==> config.mk <==
export PLATFORM = sky130hd
export DESIGN_NAME = clkdiv_sched
export DESIGN_NICKNAME = d
export VERILOG_FILES = /design/src/rtl/clkdiv_pkg.sv /design/src/rtl/clkdiv_halfext.sv /design/src/rtl/clkdiv_sched.sv
export SDC_FILE = /design/constraint.sdc
export NUM_CORES = 1
export LEC_CHECK = 0
export CAP_MARGIN = 20
export CORE_MARGIN = 5
export CORE_UTILIZATION = 35
export CTS_CLUSTER_DIAMETER = 150
export CTS_CLUSTER_SIZE = 30
export DETAILED_ROUTE_END_ITERATION = 10
export GPL_TIMING_DRIVEN = 0
export SYNTH_ARGS = -nofsm -noshare
export SYNTH_HDL_FRONTEND = slang
export SYNTH_HIERARCHICAL = 1
export SYNTH_SLANG_ARGS = --single-unit
==> constraint.sdc <==
create_clock -name clk -period 4.2 [get_ports clk]
set_clock_uncertainty 0.05 [all_clocks]
set_input_delay 1.26 -clock clk [delete_from_list [all_inputs] [get_ports clk]]
set_output_delay 1.26 -clock clk [all_outputs]
set_load 0.005 [all_outputs]
==> src/rtl/clkdiv_pkg.sv <==
// Shared types and constants for the programmable clock divider controller.
package clkdiv_pkg;

  typedef enum logic [1:0] {
    IDLE = 2'd0,
    RUN  = 2'd1,
    PEND = 2'd2
  } state_t;

  // Smallest divisor that still gives a period with both a high and a low phase.
  localparam int unsigned DIV_MIN = 2;

endpackage

==> src/rtl/clkdiv_halfext.sv <==
// Half-cycle extension stage: delays the rising-edge waveform by half a clk
// cycle and ORs it back in so odd divisors get an exact 50% duty cycle.
module clkdiv_halfext (
  input  logic clk,
  input  logic rst,
  input  logic p,
  input  logic odd,
  output logic out
);

  logic n;

  // The only falling-edge flop in the design; reset is sampled on this edge too.
  always_ff @(negedge clk) begin
    if (!rst) n <= 1'b0;
    else      n <= p;
  end

  assign out = odd ? (p | n) : p;

endmodule

==> src/rtl/clkdiv_sched.sv <==
// Run-time programmable 50%-duty clock divider with divisor updates applied only
// at period boundaries and stop requests honoured only at the end of a period.
module clkdiv_sched
  import clkdiv_pkg::*;
#(
  parameter int unsigned CW          = 8,
  parameter int unsigned DIV_DEFAULT = 7
) (
  input  logic          clk,
  input  logic          rst,
  input  logic          en,
  input  logic          cfg_valid,
  input  logic [CW-1:0] cfg_div,
  output logic          cfg_ready,
  output logic          cfg_err,
  output logic          out,
  output logic          tick,
  output logic          active
);

  state_t        state, state_d;
  logic [CW-1:0] div_cur, div_cur_d;
  logic [CW-1:0] div_nxt, div_nxt_d;
  logic [CW-1:0] cnt, cnt_d, cnt_nx;
  logic [CW-1:0] half;
  logic          p, p_d;
  logic          tick_d, err_d;
  logic          wrap, xfer, bad, take;

  assign half      = div_cur >> 1;
  assign wrap      = (cnt == div_cur - CW'(1));
  assign cfg_ready = (state != PEND);
  assign xfer      = cfg_valid && cfg_ready;
  assign bad       = (cfg_div < CW'(DIV_MIN));
  assign take      = xfer && !bad;
  assign active    = (state != IDLE);

  always_comb begin
    // NOTE: every signal written here gets a default first, so no path can infer a latch.
    state_d   = state;
    div_cur_d = div_cur;
    div_nxt_d = div_nxt;
    cnt_d     = cnt;
    cnt_nx    = wrap ? '0 : cnt + CW'(1);
    p_d       = p;
    tick_d    = 1'b0;
    err_d     = xfer && bad;

    case (state)
      IDLE: begin
        cnt_d = '0;
        p_d   = 1'b0;
        if (take) div_cur_d = cfg_div;
        if (en) begin
          state_d = RUN;
          p_d     = 1'b1;
          tick_d  = 1'b1;
        end
      end
      RUN, PEND: begin
        cnt_d = cnt_nx;
        p_d   = (cnt_nx < half);
        if (state == PEND && wrap) begin
          div_cur_d = div_nxt;
          state_d   = RUN;
        end
        // An update accepted on the wrap edge itself waits for the following wrap.
        if (state == RUN && take) begin
          div_nxt_d = cfg_div;
          state_d   = PEND;
        end
        if (wrap) begin
          if (en) begin
            tick_d = 1'b1;
          end else begin
            state_d = IDLE;
            cnt_d   = '0;
            p_d     = 1'b0;
            if (state == RUN && take) div_cur_d = cfg_div;
          end
        end
      end
      default: begin
        state_d = IDLE;
        cnt_d   = '0;
        p_d     = 1'b0;
      end
    endcase
  end

  always_ff @(posedge clk) begin
    // NOTE: sequential state uses non-blocking assignments so all flops update together.
    if (!rst) begin
      state   <= IDLE;
      div_cur <= CW'(DIV_DEFAULT);
      div_nxt <= '0;
      cnt     <= '0;
      p       <= 1'b0;
      tick    <= 1'b0;
      cfg_err <= 1'b0;
    end else begin
      state   <= state_d;
      div_cur <= div_cur_d;
      div_nxt <= div_nxt_d;
      cnt     <= cnt_d;
      p       <= p_d;
      tick    <= tick_d;
      cfg_err <= err_d;
    end
  end

  clkdiv_halfext u_halfext (
    .clk (clk),
    .rst (rst),
    .p   (p),
    .odd (div_cur[0]),
    .out (out)
  );

endmodule

# Yosys cells after proc, flatten, opt, wreduce, memory -nomap -nowiden
# Index checks and enable logic that the tools add are counted.
# op_classes
addsub	2
order_cmp	2
eq_ne	6
n_mux	22
bitwise	1
n_reduce_logical	13
# ops
operator	n
$mux 8	8
$pmux 8 s2	1
$mux 2	5
$add 8x1->8 const B	1
$eq 8x8->1	1
$lt 8x2->1 const B	1
$lt 8x7->1	1
$sub 8x1->8 const B	1
$ne 2x2->1 const B	3
$reduce_and 2->1	3
$logic_and 1x1->1	5
$mux 1	5
$pmux 1 s2	2
$pmux 2 s2	1
$reduce_bool 2->1	2
$eq 2x1->1 const B	1
$eq 2x2->1 const B	1
$logic_not 2->1	1
$reduce_or 2->1	1
$logic_not 1->1	1
$or 1x1->1	1
# word_totals
register_bits	30
inputBits	12
output_inout_bits	5
word_cells	54

# Depth between registers and ports, before layout
# logic_depth
depth_word	8
mapped_depth	15
mapped_depth_nobuf	14

# Modules after synthesis
# Netlist, hierarchy kept.
# modules_own_cells
module	instances	cells_per_inst	area_each_um2	seq_area_each_um2
clkdiv_sched	1	214	1803.0	580.6
clkdiv_halfext	1	4	37.5	20.0

==> out/qor.yml <==
cts_tree: "built"
synth_edf_count: 0
finalNetCount: 264
grt_pass1_wl_um: 7350
final_layout_size_suffix_gt1_frac: 0.0992
grt_overflow: 0
cts_root_buf: "clkbuf_8"
gp_congestion: 0.872
cts.sinks: 30
power_mw: 0.739
yosys.area.top_type: "dfxtp_1"
cts_inserted_buffers: 5
antenna_cells: 0
drt-vias-per-instance: 5.13
drv_cap: 0
grt_max_degree: 11
grt_pass1_vias: 1544
clock_path_buffers: 2
worstHoldPathType: "flip-flop to flip-flop"
drv_slew: 0
std_cell_rows: 26
area_delta_synth_final_pct: 18.3
syn-num-nets: 241
outcome: "finished, violations left"
firstDrtPassIters: 4
drt-total-wl_um: 4320
multiInputGateArea_sq_um: 1140
vias: 1602
chipHeight_um: 82.5
cts.clk_slew.worst_paths_ps: 60
hpwl_um: 3350
syn_area_per_cell_sq_um: 8.44
layout_commonest_cell: "dfxtp_1"
worstPathRequired_ps: 2890
seq_area_frac_synth: 0.326
synth_top_area_frac: 0.326
synthTopCellsByArea: "dfxtp_1, ha_1, nor2_1"
postSynth.asyncResetShare: 0
synth_cells: 218
ys_ff_latch: 30
yosys_warnings: 6
synth_area_sq_um: 1840
core_sq_um: 5110
power_leakage_nw: 0.888
mostFrequentLayoutCells: "dfxtp_1, nor2_1, inv_1, clkdlybuf4s50_1, nand2_1"
violations: "setup timing"
die_x_um: 82.5
regArea_sq_um: 601
antenna_found_initial: 0
wire_per_inst_um: 13.8
p_per_area_nw_per_um2: 339
setup_violations: 1
route.detailed.drc: 0
synth_ff_type: "dfxtp_1"
htreeDepth: 2
yosysUniqueCellTypes: 50
fin_setup_tns_ps: -97.2
arrival_ps: 2990
port-buffer-count: 16
drt_iter0_markers: 112
path_class: "flip-flop to output port"
die-area_sq_um: 6810
holdWs_ps: 437
crit_fanout: 1
num-fill-cells: 525
ir_worst_vdd_mv: 0.210
dp.cells: 304
num_io_pins: 17
post_cts_buffers: 0
worst_slack_ps: -97.2
cp-end-kind: "output port"
globalRouteTotalUtil: 0.142
clk_latency_ps: 290
ant_nets: 0
slew_headroom: 0.642
start_kind: "flip-flop"
tightest_slew_ps: 536
instances_no_fill: 312
hold_violations: 0
start_util: 0.360
rsz0062_at_grt: "yes"
[metal layers]
metal  vias to the layer above  wire length, um  track usage
li1                        837                -            -
met1                       736             2090        0.180
met2                        21             2010        0.229
met3                         8              139       0.0369
met4                         0               85       0.0588
met5                         -                0            0
[worst max-delay path: stages, from the launching register on]
cell and delay [ps]:
dfxtp_1 290, a21o_1 140, buf_2 120
[cell families (layout without fill, tap and decap cells)]
kind of cell | after synthesis | after routing | share of synthesized area
buffers and inverters | 25 | 49 | 0.0544
and+or+nand+nor | 76 | 76 | 0.205
adders and majority gates | 12 | 12 | 0.0802
DFF | 30 | 30 | 0.326
xor gates and xnor gates | 17 | 17 | 0.0850
muxes | 6 | 6 | 0.0326
AOI/OAI and AO/OA | 52 | 52 | 0.217
[report_power, final]
group,total (mW),switching [mW],internal [mW]
Sequential,0.326,0.0226,0.303
Clock,0.252,0.118,0.133
Combinational,0.161,0.0891,0.0723
[stage by stage]
step | setup WS, ps | utilization | cell area, sq um
6_report | -97.2 | 0.426 | 2180
5_1_grt | -146 | 0.426 | 2180
4_1_cts | -108 | 0.426 | 2180
3_5_place_dp | -88.6 | 0.409 | 2090
3_3_place_gp | -79.9 | 0.409 | 2090
2_1_floorplan | 365 | - | 1840
[worst paths after layout]
path                    start          to  slack (ps)  depth (start not counted)
setup reg to reg   div_cur[0]           p         670                         15
setup / recovery  u_halfext/n         out        -100                          2
hold / removal     div_nxt[7]  div_nxt[7]         440                          2
hold reg to reg    div_nxt[7]  div_nxt[7]         440                          2
[registers in the layout (all words and copies together) (netlist names)]
| register | count |
|---|---|
| tick | 1 |
| cfg_err | 1 |
| div_nxt | 8 |
| div_cur | 8 |
| state | 2 |
| cnt | 8 |
| p | 1 |
| u_halfext/n | 1 |
[Yosys cell counts, types with 6 or more instances]
cell,n
dfxtp_1,30
nor2_1,27
inv_1,19
nand2_1,12
ha_1,11
xnor2_1,10
a21oi_1,7
mux2i_1,6
nand3_1,6
nor3_1,6
xor2_1,6
[layout make-up]
type | count | share of cell area
multi-input cells | 163 | 0.524
flip-flops and latches | 30 | 0.276
repair buffers | 16 | 0.0713
well taps | 70 | 0.0402
clock buffers | 6 | 0.0379
inverters | 18 | 0.0310
plain buffers | 6 | 0.0132
clock inverters | 3 | 0.00690
[repair_timing]
item | in CTS | in global routing
hold buffers | 0 | 0
gates resized for setup | 4 | 0
setup endpoints to repair | 1 | 1
(Power assumes the default switching activity.)
